`src/rtl/hilo_muldiv_unit.sv`:
```
// hilo_muldiv_unit: iterative MULT/DIV engine owning the HI/LO registers, with MTHI/MTLO writes and MFHI/MFLO reads.
// Ports: clk/resetn (async active-low), flush (abort in-flight op or drop an idle request),
//   req_valid/req_ready/req_op/src_a/src_b (request), busy/done (status),
//   hi_read/lo_read/rdata (read mux), hi_out/lo_out (committed HI/LO).
// Macro HILO_FAST_MULT_EN: MULT/MULTU complete in one cycle; the divide path stays iterative.
module hilo_muldiv_unit #(
  parameter int DATA_W = 32
) (
  input  logic              clk,
  input  logic              resetn,
  input  logic              flush,
  input  logic              req_valid,
  output logic              req_ready,
  input  logic [2:0]        req_op,
  input  logic [DATA_W-1:0] src_a,
  input  logic [DATA_W-1:0] src_b,
  output logic              busy,
  output logic              done,
  input  logic              hi_read,
  input  logic              lo_read,
  output logic [DATA_W-1:0] rdata,
  output logic [DATA_W-1:0] hi_out,
  output logic [DATA_W-1:0] lo_out
);
  localparam int W = DATA_W;
  localparam int CW = $clog2(DATA_W);
  typedef enum logic [1:0] {IDLE, BUSY_MUL, BUSY_DIV, FINISH} state_t;
  state_t state, state_nx;
  logic [CW-1:0] cnt;
  logic [W-1:0] hi_q, lo_q, opb;
  logic [2*W-1:0] acc, prod_fix;
  logic is_div, sa, sb, div0;
  logic accept, op_mul, op_div, op_signed, sa_in, sb_in, start_mul, start_div, stepping, commit;
  logic [W-1:0] a_abs, b_abs, q_fix, r_fix;
  logic [W:0] mul_sum, div_trial;
  assign accept    = req_valid && req_ready && !flush;
  assign op_mul    = req_op == 3'd1 || req_op == 3'd2;
  assign op_div    = req_op == 3'd3 || req_op == 3'd4;
  assign op_signed = req_op == 3'd1 || req_op == 3'd3;
  assign sa_in     = op_signed && src_a[W-1];
  assign sb_in     = op_signed && src_b[W-1];
  assign a_abs     = sa_in ? -src_a : src_a;
  assign b_abs     = sb_in ? -src_b : src_b;
  assign start_div = accept && op_div;
  assign stepping  = state == BUSY_MUL || state == BUSY_DIV;
  assign commit    = state == FINISH && !flush;
`ifdef HILO_FAST_MULT_EN
  logic fast_done;
  logic [2*W-1:0] fast_mag, fast_prod;
  assign start_mul = 1'b0;
  assign fast_mag  = {{W{1'b0}}, a_abs} * {{W{1'b0}}, b_abs};
  assign fast_prod = (sa_in ^ sb_in) ? -fast_mag : fast_mag;
`else
  assign start_mul = accept && op_mul;
`endif
  // acc holds {partial product high, multiplier} for mul and {remainder, dividend/quotient} for div.
  assign mul_sum   = {1'b0, acc[2*W-1:W]} + (acc[0] ? {1'b0, opb} : '0);
  assign div_trial = {acc[2*W-1:W], acc[W-1]} - {1'b0, opb};
  assign prod_fix  = (sa ^ sb) ? -acc : acc;
  // Divide by zero: the remainder path already ends holding |src_a|, so restoring the dividend sign yields src_a.
  assign q_fix     = div0 ? '1 : ((sa ^ sb) ? -acc[W-1:0] : acc[W-1:0]);
  assign r_fix     = sa ? -acc[2*W-1:W] : acc[2*W-1:W];
  always_ff @(posedge clk or negedge resetn)
    if (!resetn) state <= IDLE;
    else state <= state_nx;
  always_comb begin
    state_nx = state;
    if (flush) state_nx = IDLE;
    else if (state == IDLE) state_nx = start_mul ? BUSY_MUL : start_div ? BUSY_DIV : IDLE;
    else if (state == FINISH) state_nx = IDLE;
    else if (cnt == '0) state_nx = FINISH;
  end
  always_comb begin
    req_ready = state == IDLE;
    busy      = state != IDLE;
`ifdef HILO_FAST_MULT_EN
    done      = commit || fast_done;
`else
    done      = commit;
`endif
  end
  always_ff @(posedge clk or negedge resetn) begin
    if (!resetn) begin
      hi_q   <= '0;
      lo_q   <= '0;
      acc    <= '0;
      opb    <= '0;
      cnt    <= '0;
      is_div <= 1'b0;
      sa     <= 1'b0;
      sb     <= 1'b0;
      div0   <= 1'b0;
`ifdef HILO_FAST_MULT_EN
      fast_done <= 1'b0;
`endif
    end else begin
      if (accept && req_op == 3'd5) hi_q <= src_a;
      if (accept && req_op == 3'd6) lo_q <= src_a;
      if (start_mul || start_div) begin
        acc    <= {{W{1'b0}}, a_abs};
        opb    <= b_abs;
        sa     <= sa_in;
        sb     <= sb_in;
        is_div <= op_div;
        div0   <= src_b == '0;
        cnt    <= CW'(W - 1);
      end else if (stepping) begin
        acc <= state == BUSY_MUL ? {mul_sum, acc[W-1:1]} :
               div_trial[W] ? {acc[2*W-2:0], 1'b0} : {div_trial[W-1:0], acc[W-2:0], 1'b1};
        cnt <= cnt - 1'b1;
      end
      if (commit) {hi_q, lo_q} <= is_div ? {r_fix, q_fix} : prod_fix;
`ifdef HILO_FAST_MULT_EN
      fast_done <= accept && op_mul;
      if (accept && op_mul) {hi_q, lo_q} <= fast_prod;
`endif
    end
  end
  assign rdata  = hi_read ? hi_q : lo_read ? lo_q : '0;
  assign hi_out = hi_q;
  assign lo_out = lo_q;
endmodule

```
`config.mk`:
```
export PLATFORM = sky130hd
export DESIGN_NAME = hilo_muldiv_unit
export DESIGN_NICKNAME = d
export VERILOG_FILES = /design/src/rtl/hilo_muldiv_unit.sv
export SDC_FILE = /design/constraint.sdc
export NUM_CORES = 1
export LEC_CHECK = 0
export BUFFER_PORTS_ARGS = -buffer_cell sky130_fd_sc_hd__buf_4
export CAP_MARGIN = 15
export CELL_PAD_IN_SITES_DETAIL_PLACEMENT = 0
export CELL_PAD_IN_SITES_GLOBAL_PLACEMENT = 1
export CORE_MARGIN = 5
export CORE_UTILIZATION = 46
export DETAILED_ROUTE_END_ITERATION = 6
export PLACE_DENSITY_LB_ADDON = 0.2
export SLEW_MARGIN = 20
export SYNTH_ARGS = -nofsm -noshare
export SYNTH_HDL_FRONTEND = slang
export SYNTH_SLANG_ARGS = --single-unit
```
`constraint.sdc`:
```
create_clock -name clk -period 10.05 [get_ports clk]
set_input_delay 0.5025 -clock clk [delete_from_list [all_inputs] [get_ports clk]]
set_output_delay 0.5025 -clock clk [all_outputs]
set_load 0.03 [all_outputs]
```
# [Word-level counts from Yosys, hierarchy flattened]
# Cells that the tools add are included.
[totals] inputBits=73 output_inout_bits=99 ff_bits=171 word_cells=77
[op_classes] n_eq_ne=9 bitwise=1 addsub=8 mux=26 n_reduce_logical=23
[op_table] operator="two-way mux 32 bit" n=12
[op_table] operator="two-way mux 64 bit" n=6
[op_table] operator="negation 32 bit" n=4
[op_table] operator="negation 64 bit" n=1
[op_table] operator="adder 32 x 32 -> 33 bit" n=1
[op_table] operator="subtractor 33 x 32 -> 33 bit" n=1
[op_table] operator="logical NOT 32 bit" n=1
[op_table] operator="two-way mux 2 bit" n=6
[op_table] operator="two-way mux 5 bit" n=2
[op_table] operator="== test 3 bit (second input constant)" n=3
[op_table] operator="logical AND 1 bit" n=9
[op_table] operator="nonzero test 2 bit" n=4
[op_table] operator="== test 3 x 2 -> 1 bit (second input constant)" n=2
[op_table] operator="logical NOT 5 bit" n=1
[op_table] operator="logical OR 1 bit" n=5
[op_table] operator="subtractor 5 x 1 -> 5 bit (second input constant)" n=1
[op_table] operator="== test 2 bit (second input constant)" n=2
[op_table] operator="nonzero test 4 bit" n=1
[op_table] operator="== test 3 x 1 -> 1 bit (second input constant)" n=1
[op_table] operator="== test 2 x 1 -> 1 bit (second input constant)" n=1
[op_table] operator="logical NOT 2 bit" n=1
[op_table] operator="logical NOT 1 bit" n=1
[op_table] operator="bitwise XOR 1 bit" n=1

# [Depth between registers and ports, before layout]
[depth] word_depth=8 ltp_mapped=15 mapped_depth_nobuf=13

# [Worst setup path after synthesis]
# Ideal clock, no wire load.
[synth_path] path_type="flip-flop to flip-flop" from="register acc[0]" to="register acc[58]" n_path_buf=2 slack_ps=6777 arrival_time_ps=3152 stages_incl_launch_ff=14 t_required_ps=9928 synth_period_minus_slack_ps=3273 cell_sequence="dfrtp_1 clkbuf_1 inv_1 clkbuf_1 nor2_1 ha_1 and3_1 and3_1 a221oi_1 a31oi_1 a21o_1 a2111oi_0 o21ai_0 a32o_1"
[synth_between] elab_chain_cells=5
[synth_lines] element="start: declaration" line="31" rtl="logic [2*W-1:0] acc, prod_fix;"
[synth_lines] element="start signal: assignment" line="100" rtl="acc <= {{W{1'b0}}, a_abs};"
[synth_lines] element="start signal: assignment" line="108" rtl="acc <= state == BUSY_MUL ? {mul_sum, acc[W-1:1]} :"
[synth_lines] element="two-way mux 32 bit" line="57" rtl="assign mul_sum = {1'b0, acc[2*W-1:W]} + (acc[0] ? {1'b0, opb} : '0);"
[synth_lines] element="adder 32 x 32 -> 33 bit" line="57"
[synth_lines] element="two-way mux 64 bit" line="108"
[synth_lines] element="two-way mux 64 bit" line="107" rtl="end else if (stepping) begin"
[synth_lines] element="two-way mux 64 bit" line="99" rtl="if (start_mul || start_div) begin"
# No other way between the ends. The select of a mux whose other input is x is not followed.
# A chain may end at the register's enable or synchronous reset.

# [Final worst setup path]
# Same ends and word-level chain as after synthesis.

==> impl_metrics.toml <==
[clock_tree]
clkTransAtPathRegs_ns = 0.07
cts_htree_levels = 4
cts_setup_buffers = 0
clkLatencyLatePin_ns = 0.46
postCtsHoldBufs = 0
root_buffer = "clkbuf_16"
cts_buffer_depth = 2
ctsResizeCount = 0
cts_buffers = 17
cts_num_sinks = 171
cts_tree = "done"

[die]
die-height_um = 190
row_count = 66
io_pins = 172
die_area_sq_mm = 0.0361
core_area_sq_mm = 0.0323
start_util = 0.462
dieWidth_um = 190

[placed_design]
place_area_sq_mm = 0.0165
hpwl_mm = 38.2
io_buffers = 171
gp_congestion = 0.940
dp_slack_ns = 5.97

[sta]
fin_hold_ws_ns = 0.0309
fin_crit_sh = 0.412
setup_violations = 0
slew_headroom = 0.213
fin_ws_ns = 5.91
finalMaxSlewViolations = 0
clock.fmax_ghz = 0.242
fin_skew_ns = 0.0127
worst_pin_slew_ns = 1.17
min_period_ns = 4.14
rsz0062_at_grt = "no"
hold_viol_final = 0
setup_tns_ns = 0

[critical_path]
startpoint_type = "flip-flop"
worstSetupPathType = "flip-flop to flip-flop"
required_ns = 10.39
cp_data_arrival_time_ns = 4.48
cp_max_fo = 31
endpoint_kind = "flip-flop"

[flow_run]
cap_viol_max_count = 0

[power]
peakVddDrop_mv = 0.119
p_int_mw = 2.05
share_seq_of_total_power = 0.289
p_leak_nw = 7.41
p_comb_frac = 0.531
switching_share = 0.467
power_density_mw_per_mm2 = 225
switchingPower_mw = 1.79
clockPowerShare = 0.179

[final_layout]
utilization = 0.529
drive_gt1_frac = 0.132
fin_nets = 2119
areaGrowthSynthToFinish_pct = 14.5
diodes = 0
final_area_sq_mm = 0.0171

[yosys]
ys_ff_latch = 171
synth_top_area_cell = "dfrtp_1"
synth-main-ff-cell = "dfrtp_1"
async_flop_share = 1.00
avgSynthCellArea_sq_um = 7.92
yosys.area.top_type_share = 0.287
synth_edf_count = 0
synth_fp_nets = 2031
syn-instance-count = 1883
synth_cell_types = 84
synthTopCellsByArea = "dfrtp_1 (29%), o21ai_0 (6.8%), xnor2_1 (6.3%), ha_1 (6.1%), nand2_1 (5.8%)"
ys_seq_area_frac = 0.287
netlist_area_sq_mm = 0.0149
yosysWarnings = 0

[grt]
grt_util_all_layers = 0.277
grt_max_degree = 84
grt_antenna_before_repair = 0
grt_pass1_vias = 14100
grt_remaining_overflow = 0
grt_pass1_wl_mm = 80.1

[drt]
vias_per_cell = 6.02
drtIter0Drc = 1308
wl_per_cell_um = 21.0
wl_mm = 51.0
vias = 14600
antenna_left = 0
dr.pass1.iters = 6
drc = 0

[status]
outcome = "complete, no violations"

[min_path]
hp-class = "input port to asynchronous set/reset pin"
Yosys cell counts (38+ instances only):
| master | instances |
|---|---|
| xor2_1 | 69 |
| o21ai_0 | 203 |
| inv_1 | 66 |
| dfrtp_1 | 171 |
| xnor2_1 | 107 |
| ha_1 | 73 |
| a21oi_1 | 114 |
| o211ai_1 | 42 |
| nor3_1 | 47 |
| mux2i_1 | 68 |
| clkbuf_1 | 104 |
| nand2_1 | 230 |
| o22ai_1 | 38 |
| nor2_1 | 121 |
cells in the final DEF, fill, tap and decap left out, drive strengths merged, types with 28 or more instances in the layout:
cell,Yosys,routed
nand2,230,230
o21ai,213,213
buf,19,193
dfrtp,171,171
nor2,123,123
a21oi,115,115
xnor2,108,108
ha,73,73
xor2,69,69
mux2i,68,68
inv,66,68
nor3,49,49
o211ai,44,44
o22ai,38,38
a22o,34,34
a31oi,34,34
a21o,29,29
a211oi,29,29
nand3,28,28
kinds of logic (layout without fill, tap and decap cells):
group | count (synthesis) | after routing | synth area share
compound gates | 641 | 641 | 0.273
simple gates | 559 | 559 | 0.175
buf+inv | 191 | 291 | 0.0495
xor+xnor | 177 | 177 | 0.105
flops | 171 | 171 | 0.287
fa+ha+maj | 75 | 75 | 0.0640
mux | 69 | 69 | 0.0464
registers in the layout, indices dropped and copies added, names as in the netlist:
| name | cells |
|---|---|
| acc | 64 |
| cnt | 5 |
| div0 | 1 |
| hi_out | 32 |
| is_div | 1 |
| lo_out | 32 |
| opb | 32 |
| sa | 1 |
| sb | 1 |
| state | 2 |
stage by stage:
step / instances / power (mW)
after floorplan: 1883 / 2.49
after global placement: 2394 / 3.13
after detailed placement: 2394 / 3.14
after CTS: 2425 / 3.84
after global routing: 2425 / 4.10
final: 2425 / 3.84
metal layers:
metal  track usage  up-vias  share of wire
met5             0        -              0
met4        0.0910        0          0.029
met3        0.0376       84          0.052
met2         0.469      482           0.48
met1         0.368     7028           0.44
li1              -     7006              -
worst max-delay path: stages (launching register included):
cell and delay [ns]:
dfrtp_1 0.47, inv_1 0.80, nor2_1 0.13, ha_1 0.38
and3_1 0.24, and3_1 0.22, a221oi_1 0.35, a31oi_1 0.30
a21o_1 0.28, a2111oi_0 0.40, o21ai_0 0.14, a32o_1 0.29
area by class of cell:
class	count	area [sq um]
well taps	442	553
inverters	67	251
flip-flops and latches	171	4280
clock inverters	9	111
fillers	3154	15200
repair buffers	193	1450
multi-input cells	1521	9950
clock buffers	22	474
power by group through the flow:
stage	clock network, mW	registers, mW	logic, mW
after floorplan	0	1.13	1.36
after global placement	0	1.11	2.02
after detailed placement	0	1.12	2.02
after CTS	0.697	1.11	2.03
after global routing	0.721	1.14	2.23
final	0.690	1.11	2.04
worst paths after layout:
check                           startpoint  endpoint  slack (ns)  cells past startpoint
worst max-delay path                acc[0]   acc[58]        5.91                     11
worst min-delay path                resetn  state[1]        0.03                      1
worst max register to register      acc[0]   acc[58]        5.91                     11
worst min register to register      opb[7]    opb[7]        0.48                      2
max in group asynchronous           resetn   acc[63]        8.66                      2
min in group clk                     flush  state[1]        0.23                      2
(Power assumes the default switching activity.)
